### src/rtl/m_wb_uart.sv
// Wishbone-classic slave 8N1 UART: one-byte TX holding register feeding a shifter,
// one-byte RX buffer with valid/overrun/framing-error flags, fixed CLKDIV-cycle bit period.
module m_wb_uart #(
  parameter int CLKDIV = 104,
  parameter int DIVW   = 12
) (
  input  logic        CLK_I,
  input  logic        RST_I,
  input  logic        STB_I,
  input  logic        WE_I,
  input  logic        ADR_I,
  input  logic [31:0] DAT_I,
  output logic [31:0] DAT_O,
  output logic        ACK_O,
  input  logic        usartRX,
  output logic        usartTX,
  output logic        rxirq
);

  localparam logic [DIVW-1:0] DIV_FULL = DIVW'(CLKDIV - 1);
  localparam logic [DIVW-1:0] DIV_HALF = DIVW'(CLKDIV / 2 - 1);
  localparam logic [DIVW-1:0] CNT_ONE  = DIVW'(1);

  typedef enum logic {TX_IDLE, TX_SHIFT} tx_state_t;
  typedef enum logic [2:0] {RX_IDLE, RX_START, RX_DATA, RX_STOP, RX_WAITHI} rx_state_t;

  // Bus side
  logic        ack_reg;
  logic [31:0] dat_reg;
  logic        data_wr_blocked;
  logic        accept;
  logic        wr_data;
  logic        rd_data;
  logic        wr_stat;
  logic        rd_stat;
  logic [4:0]  status;
  logic        unused_dat_hi;

  // Transmitter
  tx_state_t       tx_state_reg, tx_state_next;
  logic            txfull_reg;
  logic [7:0]      holding_reg;
  logic [9:0]      shifter_reg;
  logic [3:0]      bitcnt_reg;
  logic [DIVW-1:0] txcnt_reg;
  logic            tx_bit_end;
  logic            tx_last_bit;
  logic            tx_load;
  logic            tx_shift;

  // Receiver
  rx_state_t       rx_state_reg, rx_state_next;
  logic            rx_meta_reg;
  logic            rs_reg;
  logic [DIVW-1:0] rxcnt_reg;
  logic [2:0]      rxbit_reg;
  logic [7:0]      rxshift_reg;
  logic [7:0]      rxbuf_reg;
  logic            rxvalid_reg;
  logic            overrun_reg;
  logic            framerr_reg;
  logic            rx_cnt_end;
  logic            rx_sample;
  logic            rx_good;
  logic            rx_ferr;

  // A DATA write is held off (no ACK) while the holding register is still full.
  assign data_wr_blocked = WE_I && !ADR_I && txfull_reg;
  assign accept          = STB_I && !ack_reg && !data_wr_blocked;
  assign wr_data         = accept &&  WE_I && !ADR_I;
  assign rd_data         = accept && !WE_I && !ADR_I;
  assign wr_stat         = accept &&  WE_I &&  ADR_I;
  assign rd_stat         = accept && !WE_I &&  ADR_I;
  assign unused_dat_hi   = ^DAT_I[31:8];

  assign status = {framerr_reg, overrun_reg, rxvalid_reg, (tx_state_reg == TX_SHIFT), txfull_reg};

  assign ACK_O   = ack_reg;
  assign DAT_O   = dat_reg;
  assign rxirq   = rxvalid_reg;
  assign usartTX = (tx_state_reg == TX_SHIFT) ? shifter_reg[0] : 1'b1;

  always_ff @(posedge CLK_I or posedge RST_I) begin
    if (RST_I) begin
      ack_reg <= 1'b0;
      dat_reg <= '0;
    end else begin
      ack_reg <= accept;
      if (rd_data) begin
        dat_reg <= {24'h0, rxbuf_reg};
      end else if (rd_stat) begin
        dat_reg <= {27'h0, status};
      end
    end
  end

  always_ff @(posedge CLK_I or posedge RST_I) begin
    if (RST_I) begin
      txfull_reg  <= 1'b0;
      holding_reg <= '0;
    end else if (wr_data) begin
      holding_reg <= DAT_I[7:0];
      txfull_reg  <= 1'b1;
    end else if (tx_load) begin
      txfull_reg  <= 1'b0;
    end
  end

  // ---------------- Transmitter ----------------
  assign tx_bit_end  = (txcnt_reg == '0);
  assign tx_last_bit = (bitcnt_reg == 4'd9);

  always_ff @(posedge CLK_I or posedge RST_I) begin
    if (RST_I) begin
      tx_state_reg <= TX_IDLE;
    end else begin
      tx_state_reg <= tx_state_next;
    end
  end

  always_comb begin
    tx_state_next = tx_state_reg;
    tx_load       = 1'b0;
    tx_shift      = 1'b0;
    case (tx_state_reg)
      TX_IDLE: begin
        if (txfull_reg) begin
          tx_load       = 1'b1;
          tx_state_next = TX_SHIFT;
        end
      end
      TX_SHIFT: begin
        if (tx_bit_end) begin
          if (!tx_last_bit) begin
            tx_shift = 1'b1;
          end else if (txfull_reg) begin
            // Reload on the stop bit's final edge so frames run back to back.
            tx_load = 1'b1;
          end else begin
            tx_state_next = TX_IDLE;
          end
        end
      end
      default: tx_state_next = TX_IDLE;
    endcase
  end

  always_ff @(posedge CLK_I or posedge RST_I) begin
    if (RST_I) begin
      shifter_reg <= '0;
      bitcnt_reg  <= '0;
      txcnt_reg   <= '0;
    end else if (tx_load) begin
      shifter_reg <= {1'b1, holding_reg, 1'b0};
      bitcnt_reg  <= '0;
      txcnt_reg   <= DIV_FULL;
    end else if (tx_shift) begin
      shifter_reg <= {1'b1, shifter_reg[9:1]};
      bitcnt_reg  <= bitcnt_reg + 4'd1;
      txcnt_reg   <= DIV_FULL;
    end else if (tx_state_reg == TX_SHIFT && !tx_bit_end) begin
      txcnt_reg   <= txcnt_reg - CNT_ONE;
    end
  end

  // ---------------- Receiver ----------------
  always_ff @(posedge CLK_I or posedge RST_I) begin
    if (RST_I) begin
      rx_meta_reg <= 1'b1;
      rs_reg      <= 1'b1;
    end else begin
      rx_meta_reg <= usartRX;
      rs_reg      <= rx_meta_reg;
    end
  end

  assign rx_cnt_end = (rxcnt_reg == '0);

  always_ff @(posedge CLK_I or posedge RST_I) begin
    if (RST_I) begin
      rx_state_reg <= RX_IDLE;
    end else begin
      rx_state_reg <= rx_state_next;
    end
  end

  always_comb begin
    rx_state_next = rx_state_reg;
    rx_sample     = 1'b0;
    rx_good       = 1'b0;
    rx_ferr       = 1'b0;
    case (rx_state_reg)
      RX_IDLE: begin
        if (!rs_reg) rx_state_next = RX_START;
      end
      RX_START: begin
        // Line back high at mid-start-bit means it was only a glitch.
        if (rx_cnt_end) rx_state_next = rs_reg ? RX_IDLE : RX_DATA;
      end
      RX_DATA: begin
        if (rx_cnt_end) begin
          rx_sample = 1'b1;
          if (rxbit_reg == 3'd7) rx_state_next = RX_STOP;
        end
      end
      RX_STOP: begin
        if (rx_cnt_end) begin
          if (rs_reg) begin
            rx_good       = 1'b1;
            rx_state_next = RX_IDLE;
          end else begin
            rx_ferr       = 1'b1;
            rx_state_next = RX_WAITHI;
          end
        end
      end
      RX_WAITHI: begin
        if (rs_reg) rx_state_next = RX_IDLE;
      end
      default: rx_state_next = RX_IDLE;
    endcase
  end

  always_ff @(posedge CLK_I or posedge RST_I) begin
    if (RST_I) begin
      rxcnt_reg   <= '0;
      rxbit_reg   <= '0;
      rxshift_reg <= '0;
    end else begin
      case (rx_state_reg)
        RX_IDLE: begin
          rxcnt_reg <= DIV_HALF;
          rxbit_reg <= '0;
        end
        RX_START, RX_DATA, RX_STOP: begin
          rxcnt_reg <= rx_cnt_end ? DIV_FULL : (rxcnt_reg - CNT_ONE);
        end
        default: rxcnt_reg <= rxcnt_reg;
      endcase
      if (rx_sample) begin
        rxshift_reg <= {rs_reg, rxshift_reg[7:1]};
        rxbit_reg   <= rxbit_reg + 3'd1;
      end
    end
  end

  // A DATA read in the same cycle as a completed byte frees the buffer first,
  // so the new byte lands without raising overrun.
  always_ff @(posedge CLK_I or posedge RST_I) begin
    if (RST_I) begin
      rxbuf_reg   <= '0;
      rxvalid_reg <= 1'b0;
      overrun_reg <= 1'b0;
      framerr_reg <= 1'b0;
    end else begin
      if (rx_good && (!rxvalid_reg || rd_data)) begin
        rxbuf_reg   <= rxshift_reg;
        rxvalid_reg <= 1'b1;
      end else if (rd_data) begin
        rxvalid_reg <= 1'b0;
      end
      if (rx_good && rxvalid_reg && !rd_data) begin
        overrun_reg <= 1'b1;
      end else if (wr_stat && DAT_I[3]) begin
        overrun_reg <= 1'b0;
      end
      if (rx_ferr) begin
        framerr_reg <= 1'b1;
      end else if (wr_stat && DAT_I[4]) begin
        framerr_reg <= 1'b0;
      end
    end
  end

endmodule

### config.mk
export PLATFORM = sky130hd
export DESIGN_NAME = m_wb_uart
export DESIGN_NICKNAME = d
export VERILOG_FILES = /design/src/rtl/m_wb_uart.sv
export SDC_FILE = /design/constraint.sdc
export NUM_CORES = 1
export LEC_CHECK = 0
export ABC_AREA = 0
export BUFFER_PORTS_ARGS = -buffer_cell sky130_fd_sc_hd__buf_2
export CAP_MARGIN = 25
export CORE_MARGIN = 3
export CORE_UTILIZATION = 40
export DETAILED_ROUTE_END_ITERATION = 8
export HOLD_SLACK_MARGIN = 0.12
export PLACE_DENSITY_LB_ADDON = 0.15
export SKIP_CTS_REPAIR_TIMING = 1
export SLEW_MARGIN = 20
export SYNTH_ARGS = -nofsm -noshare
export SYNTH_HDL_FRONTEND = slang
export SYNTH_SLANG_ARGS = --single-unit
### constraint.sdc
create_clock -name CLK_I -period 3.15 [get_ports CLK_I]
set_input_delay 0.315 -clock CLK_I [delete_from_list [all_inputs] [get_ports CLK_I]]
set_output_delay 0.315 -clock CLK_I [all_outputs]
set_load 0.01 [all_outputs]
==> results of run 1 <==
## cell families (layout without fill, tap and decap cells)
logic type                 after synthesis  count (layout)  synth area share (%)
and+or+nand+nor                        113             113                  16.2
AOI/OAI and AO/OA                       94              94                  15.0
DFF                                     84              84                  49.8
buffers and inverters                   59              65                  7.78
muxes                                   33              33                  8.52
adders and majority gates                8               8                  2.37
other                                    1              24                0.0887
xor gates and xnor gates                 1               1                 0.207
## cell usage after synthesis (3+ instances only)
master and number:
nand3_1 12, nand2b_1 3, and3_1 5, dfrtp_1 82, clkbuf_1 7, mux2_2 24, nand4_1 4, a221o_1 8
a21oi_1 23, nor2_1 12, ha_1 8, inv_1 20, o21ai_0 27, a31oi_1 5, a21boi_0 7, buf_4 27
nor3b_1 3, buf_2 5, nor3_4 4, nand2_1 31, mux2i_1 9, nor3_1 14, and3_2 3
## power by group through the flow
stage / Combinational [mW] / Sequential (mW) / Clock (mW)
finish: 0.120 / 1.15 / 0.802
global route: 0.136 / 1.16 / 0.869
CTS: 0.122 / 1.15 / 0.832
detailed placement: 0.122 / 1.17 / 0
global placement: 0.120 / 1.17 / 0
floorplan: 0.102 / 1.17 / 0
## worst max-delay path, cell delays in order, from the launching register on
cell     delay [ns]
dfrtp_1        0.45
inv_1          0.11
ha_1           0.14
nor2b_1        0.41
a41oi_4        0.36
nor3_4         0.57
a221o_1        0.26
## worst max-delay path by stage
stage / to / cells past startpoint
after floorplan: ACK_O$_DFF_PP0_ / 1
after global placement: shifter_reg[6]$_DFFE_PP0P_ / 6
after detailed placement: shifter_reg[6]$_DFFE_PP0P_ / 6
after CTS: shifter_reg[6]$_DFFE_PP0P_ / 6
after global routing: shifter_reg[6]$_DFFE_PP0P_ / 6
final: shifter_reg[6]$_DFFE_PP0P_ / 6
## layer usage
metal	up-vias	GRT usage, %	wire (µm)
li1	1420	-	-
met1	1420	19.7	3850
met2	46	24.1	4010
met3	12	4.74	292
met4	0	4.96	134
met5	-	0	0
## cell type report
class | instances | area share [%]
flip-flops and latches | 84 | 45.7
multi-input cells | 273 | 40.8
repair buffers | 29 | 3.75
well taps | 133 | 3.61
clock buffers | 13 | 3.45
inverters | 20 | 1.66
clock inverters | 3 | 0.978
==> results_dict.tcl, run 1 <==
set metrics [dict create \
    max_slew.worst_pin.slew_ns 0.835 \
    ctsRootBufferMaster "clkbuf_8" \
    rr_endpoint "shifter_reg[6]$_DFFE_PP0P_" \
    dp.cells 538 \
    synth_top_area_share_pct 48.5 \
    n_antenna_cell 0 \
    finalHoldViolations 0 \
    crit_arrival_ns 2.67 \
    fillers 936 \
    maxCapViolCount 0 \
    fin_area_mm2 0.00460 \
    avgSynthCellArea_um2 10.8 \
    synth-edff-count 0 \
    finalCritPeriodShare_pct 75.1 \
    worstSetupStartpoint "txcnt_reg[0]$_DFFE_PP0P_" \
    r2r_start "txcnt_reg[0]$_DFFE_PP0P_" \
    rr_worst_depth 6 \
    cts_tree "done" \
    finalWorstSetupSlack_ns 0.783 \
    cts_buffer_depth 2 \
    seqCellArea_mm2 0.00210 \
    relSlewSlack_pct 44.3 \
    antenna_found_initial 0 \
    clock.fmax_mhz 423 \
    hold_ws_ns 0.0749 \
    first_iter_violations 96 \
    grt_max_degree 48 \
    p_int_mw 1.58 \
    synth_cell_types 59 \
    power.total_mw 2.07 \
    fp-row-count 36 \
    h-tree-depth 3 \
    synthArstFlopShare_pct 100 \
    yosys_warnings 0 \
    hold_path.class "in2async" \
    synth_top_area_cell "dfrtp_1" \
    drive_gt1_share_pct 20.9 \
    power_frac_seq_pct 55.5 \
    via_per_inst 5.22 \
    synthCells 393 \
    grt_pass1_vias 2837 \
    wirelength_mm 8.29 \
    p_clk_share_pct 38.7 \
    ant_nets 0 \
    setup_viol 0 \
    p_per_area_mw_per_mm2 450 \
    combPwrFrac_pct 5.8 \
    vias 2898 \
    reg2reg_slack_ns 0.78 \
    dieArea_mm2 0.0118 \
    switching_share_pct 23.6 \
    routabilityCongestion 0.743 \
    io_pins 73 \
    path_class "reg2reg" \
    syn_to_final_growth_pct 8.91 \
    placeableCoreArea_mm2 0.0100 \
    clkTransAtPathRegs_ns 0.08 \
    dp_hpwl_mm 5.75 \
    slew_violations 0 \
    final.setup.tns_ns 0 \
    p_leak_nw 2.16 \
    gr-total-overflow 0 \
    cp-end-kind "flop" \
    place_area_mm2 0.00439 \
    ir_drop_mv 0.342 \
    port-buffer-count 24 \
    dieHeight_um 109 \
    final_core_util_pct 45.8 \
    start_util_pct 42.1 \
    nets 463 \
    grt.total_usage_pct 15.2 \
    clock_latency_ns 0.37 \
    wire_per_inst_um 14.9 \
    synth_seq_area_share_pct 49.8 \
    dr.pass1.iters 4 \
    skew_ns 0.00599 \
    post-route-drc-count 0 \
    worstSetupStartpointType "flop" \
    cts_sinks 84 \
    synth-seq-cells 84 \
    crit_required_ns 3.45 \
    multi_input_area_mm2 0.00188 \
    p_sw_mw 0.489 \
    finalNonFillerCells 555 \
    syn_area_mm2 0.00423 \
    ys.flop_type "dfrtp_1" \
    final_common_cell "dfrtp_1" \
    cts_buffers 9 \
    rsz0062_at_grt "false" \
    post-route-min-period_ns 2.37 \
    layout_common_cells "82 x dfrtp_1, 31 x nand2_1, 27 x o21ai_0" \
    yosys-top-cells-area "dfrtp_1 49%, mux2_2 6.4%, buf_4 4.8%, o21ai_0 3.2%, nand2_1 2.8%" \
    dieWidth_um 109 \
    status "completed" \
    dpl_worst_slack_ns 0.819 \
    worst-path-max-fanout 18 \
    grt_pass1_wl_mm 13.9 \
]
Note: power is estimated with default switching activity, not from simulation.
==> inputs of run 2 (changes only) <==
==> constraint.sdc (replaced) <==
create_clock -name CLK_I -period 2.2 [get_ports CLK_I]
set_input_delay 0.22 -clock CLK_I [delete_from_list [all_inputs] [get_ports CLK_I]]
set_output_delay 0.22 -clock CLK_I [all_outputs]
set_load 0.01 [all_outputs]
==> results_dict.tcl, run 2 (synthesized netlist as in run 1, its figures left out) <==
set metrics [dict create \
    clock_latency_ns 0.36 \
    critical_path_depth 7 \
    cts_buffers 9 \
    p_per_area_mw_per_mm2 634 \
    cp-end-kind "flop" \
    final.setup.tns_ns 0 \
    layout_common_cells "82 x dfrtp_1, 31 x nand2_1, 27 x o21ai_0" \
    clock.fmax_mhz 512 \
    status "completed" \
    max_slew.worst_pin.slew_ns 0.686 \
    cts_buffer_depth 2 \
    crit_slowest_cell "or4_1" \
    crit_family "simple AND/OR/NAND/NOR gates" \
    setup_viol 0 \
    dr_wl_met3_um 303 \
    port-buffer-count 24 \
    hold_path.startpoint "DAT_I[4]" \
    via_per_inst 5.24 \
    antenna_found_initial 0 \
    rr_worst_depth 7 \
    grt.total_usage_pct 15.3 \
    r2r_start "txcnt_reg[1]$_DFFE_PP0P_" \
    gr-total-overflow 0 \
    wire_per_inst_um 14.4 \
    dp.cells 552 \
    cts_tree "done" \
    placeableCoreArea_mm2 0.0100 \
    rsz0062_at_grt "false" \
    ant_nets 0 \
    maxCapViolCount 0 \
    dpl_worst_slack_ns 0.199 \
    dieWidth_um 109 \
    worstSetupStartpoint "txcnt_reg[1]$_DFFE_PP0P_" \
    finalHoldViolations 0 \
    final_core_util_pct 47.6 \
    clkTransAtPathRegs_ns 0.08 \
    path_class "reg2reg" \
    h-tree-depth 3 \
    routabilityCongestion 0.821 \
    final_common_cell "dfrtp_1" \
    top_layer "met4" \
    fp-row-count 36 \
    whs_path_depth 2 \
    grt_pass1_wl_mm 14.1 \
    finalCritPeriodShare_pct 88.8 \
    io_pins 73 \
    start_util_pct 42.1 \
    crit_arrival_ns 2.24 \
    vias 3016 \
    skew_ns 0.00645 \
    wl_met2_mm 4.12 \
    finalNonFillerCells 576 \
    worstSetupStartpointType "flop" \
    syn_to_final_growth_pct 13.1 \
    crit_chain "inv_1 > ha_1 > nor2b_2 > buf_4 > nand4_4 > or4_1 > a21oi_1" \
    grt_pass1_vias 2970 \
    dieArea_mm2 0.0118 \
    dieHeight_um 109 \
    finalWorstSetupSlack_ns 0.245 \
    ir_drop_mv 0.411 \
    nets 484 \
    drive_gt1_share_pct 22.8 \
    worst-path-max-fanout 8 \
    n_antenna_cell 0 \
    hold_path.class "in2reg" \
    cts_sinks 84 \
    wirelength_mm 8.30 \
    path_buf_inv 2 \
    crit_required_ns 2.48 \
    slew_violations 0 \
    first_iter_violations 161 \
    post-route-min-period_ns 1.95 \
    crit_path_max_incr_delay_ns 0.50 \
    dr.pass1.iters 5 \
    grt_max_degree 56 \
    met1Wirelength_mm 3.77 \
    p_leak_nw 2.26 \
    ctsRootBufferMaster "clkbuf_8" \
    hold_ws_ns 0.138 \
    relSlewSlack_pct 54.3 \
    post-route-drc-count 0 \
    dp_hpwl_mm 5.91 \
]
## run 2: final cells by class
class | instances | area (µm²)
Clock buffer | 14 | 153
Timing Repair Buffer | 50 | 335
Multi-Input combinational cell | 273 | 1880
Tap cell | 133 | 166
Sequential cell | 84 | 2100
Fill cell | 953 | 5260
Clock inverter | 2 | 60.1
Inverter | 20 | 78.8
## run 2: power breakdown
part,switching [mW],internal [mW],total [mW]
Sequential,0.0381,1.61,1.65
Combinational,0.105,0.0795,0.184
Clock,0.526,0.673,1.20
Total,0.669,2.36,3.03
## run 2: stage by stage
stage               cell area (µm²)  power, mW
floorplan                      4320       1.82
global placement               4490       1.85
detailed placement             4490       1.86
CTS                            4700       3.07
global route                   4780       3.17
finish                         4780       3.03
## run 2: final timing paths
kind | to | slack (ns)
max | bitcnt_reg[2]$_DFFE_PP0P_ | 0.25
max reg2reg | bitcnt_reg[2]$_DFFE_PP0P_ | 0.25
max in group asynchronous | holding_reg[6]$_DFFE_PP0P_ | 1.11
min in group asynchronous | DAT_O[6]$_DFFE_PP0P_ | 0.50
min | holding_reg[4]$_DFFE_PP0P_ | 0.14
min reg2reg | rs_reg$_DFF_PP1_ | 0.36
## run 2: routing by layer
layer	track usage (%)	vias up
li1	-	1466
met1	18.4	1484
met2	26.0	56
met3	4.44	10
met4	5.77	0
met5	0	-
==> inputs of run 3 (changes only) <==
--- a/config.mk
+++ b/config.mk
@@ -6,11 +6,12 @@
 export NUM_CORES = 1
 export LEC_CHECK = 0
 export ABC_AREA = 0
-export BUFFER_PORTS_ARGS = -buffer_cell sky130_fd_sc_hd__buf_2
 export CAP_MARGIN = 25
 export CORE_MARGIN = 3
 export CORE_UTILIZATION = 40
 export DETAILED_ROUTE_END_ITERATION = 8
+export DONT_BUFFER_PORTS = 1
+export GPL_ROUTABILITY_DRIVEN = 0
 export HOLD_SLACK_MARGIN = 0.12
 export PLACE_DENSITY_LB_ADDON = 0.15
 export SKIP_CTS_REPAIR_TIMING = 1
==> constraint.sdc (replaced) <==
create_clock -name CLK_I -period 2.1 [get_ports CLK_I]
set_input_delay 0.21 -clock CLK_I [delete_from_list [all_inputs] [get_ports CLK_I]]
set_output_delay 0.21 -clock CLK_I [all_outputs]
set_load 0.01 [all_outputs]
==> results_dict.tcl, run 3 (synthesized netlist as in run 1, its figures left out) <==
set metrics [dict create \
    crit_path_end "rxbuf_reg[1]$_DFFE_PP0P_" \
    fp-row-count 36 \
    worstSetupStartpointType "flop" \
    hold_path.class "in2reg" \
    crit_chain "inv_1 > ha_1 > nor4b_2 > and3_2 > nand4_4 > mux2_2" \
    grt_max_degree 37 \
    post-route-min-period_ns 1.93 \
    slew_violations 0 \
    ctsRootBufferMaster "clkbuf_8" \
    fillers 928 \
    rr_endpoint "rxbuf_reg[1]$_DFFE_PP0P_" \
    cp-end-kind "flop" \
    ant_nets 0 \
    path_class "reg2reg" \
    p_clk_share_pct 38.2 \
    clkTransAtPathRegs_ns 0.09 \
    gr-total-overflow 0 \
    crit_path_max_incr_delay_ns 0.42 \
    r2r_start "rxcnt_reg[0]$_DFFE_PP0P_" \
    crit_slowest_cell "dfrtp_1" \
    drive_gt1_share_pct 19.3 \
    syn_to_final_growth_pct 11.5 \
    p_per_area_mw_per_mm2 652 \
    dpl_worst_slack_ns 0.144 \
    wire_per_inst_um 15.1 \
    antenna_found_initial 0 \
    maxCapViolCount 0 \
    crit_arrival_ns 2.16 \
    p_sw_mw 0.757 \
    cts_tree "done" \
    combPwrFrac_pct 5.4 \
    crit_required_ns 2.34 \
    power.total_mw 3.07 \
    n_antenna_cell 0 \
    p_int_mw 2.31 \
    placeableCoreArea_mm2 0.0100 \
    cts_buffer_depth 2 \
    final_common_cell "dfrtp_1" \
    nets 466 \
    dieHeight_um 109 \
    start_util_pct 42.1 \
    finalHoldViolations 0 \
    skew_ns 0.0165 \
    cts_buffers 9 \
    switching_share_pct 24.6 \
    vias 2933 \
    power_frac_seq_pct 56.5 \
    dp.cells 530 \
    first_iter_violations 138 \
    critical_path_depth 6 \
    rr_worst_depth 6 \
    path_buf_inv 1 \
    via_per_inst 5.26 \
    clock.fmax_mhz 519 \
    io_pins 73 \
    max_slew.worst_pin.slew_ns 0.500 \
    final.setup.tns_ns 0 \
    final_core_util_pct 46.9 \
    rsz0062_at_grt "false" \
    p_leak_nw 2.17 \
    layout_common_cells "82 x dfrtp_1, 31 x nand2_1, 27 x o21ai_0, 24 x mux2_2, 24 x conb_1" \
    reg2reg_slack_ns 0.17 \
    dieWidth_um 109 \
    worstSetupStartpoint "rxcnt_reg[0]$_DFFE_PP0P_" \
    setup_viol 0 \
    wirelength_mm 8.42 \
    relSlewSlack_pct 66.3 \
    post-route-drc-count 0 \
    dr.pass1.iters 5 \
    cts_sinks 84 \
    dieArea_mm2 0.0118 \
    worst-path-max-fanout 8 \
    hold_ws_ns 0.0813 \
    clock_latency_ns 0.35 \
    place_area_mm2 0.00439 \
    grt_pass1_vias 2744 \
    finalWorstSetupSlack_ns 0.173 \
    fin_area_mm2 0.00471 \
    grt_pass1_wl_mm 13.9 \
    dp_hpwl_mm 5.93 \
    ir_drop_mv 0.344 \
    grt.total_usage_pct 14.8 \
    status "completed" \
    crit_family "simple AND/OR/NAND/NOR gates" \
    port-buffer-count 0 \
    h-tree-depth 3 \
    finalNonFillerCells 558 \
    finalCritPeriodShare_pct 91.8 \
]
==> run 3: cell types whose count changed in the layout (fill, tap and decap cells not counted) <==
cell	delta
buf_12	+1
buf_2	-24
buf_4	+1
bufinv_16	-1
clkbuf_1	-3
clkbuf_8	-1
clkinvlp_4	+3
dlygate4sd3_1	+4
inv_6	+2
==> run 3: area by class of cell <==
class | count | area, µm² | area share [%]
Clock buffer | 10 | 128 | 2.71
Clock inverter | 6 | 70.1 | 1.49
Inverter | 20 | 78.8 | 1.67
Multi-Input combinational cell | 273 | 1880 | 40.0
Sequential cell | 84 | 2100 | 44.7
Tap cell | 133 | 166 | 3.53
Timing Repair Buffer | 32 | 283 | 6.00
==> run 3: how the worst min path moves through the flow <==
stage	slack [ns]	endpoint	depth (start not counted)	from
2_1_floorplan	0.21	rx_meta_reg$_DFF_PP1_	0	usartRX
3_3_place_gp	0.13	DAT_O[0]$_DFFE_PP0P_	1	RST_I
3_5_place_dp	0.14	DAT_O[0]$_DFFE_PP0P_	1	RST_I
4_1_cts	-0.26	rxshift_reg[1]$_DFFE_PP0P_	1	RST_I
5_1_grt	0.13	DAT_O[3]$_DFFE_PP0P_	2	ADR_I
6_report	0.08	DAT_O[4]$_DFFE_PP0P_	2	ADR_I
==> run 3: layer usage <==
| metal | up-vias | wire, µm | GRT usage [%] |
|---|---|---|---|
| li1 | 1421 | - | - |
| met1 | 1437 | 3860 | 19.3 |
| met2 | 66 | 4070 | 24.4 |
| met3 | 9 | 398 | 4.03 |
| met4 | 0 | 96 | 4.06 |
| met5 | - | 0 | 0 |
==> run 3: power groups by stage <==
stage | combinational (mW) | sequential (mW) | clock, mW
after floorplan | 0.153 | 1.75 | 0
after global placement | 0.142 | 1.77 | 0
after detailed placement | 0.145 | 1.77 | 0
after CTS | 0.145 | 1.74 | 1.23
after global routing | 0.190 | 1.74 | 1.28
final | 0.164 | 1.74 | 1.17
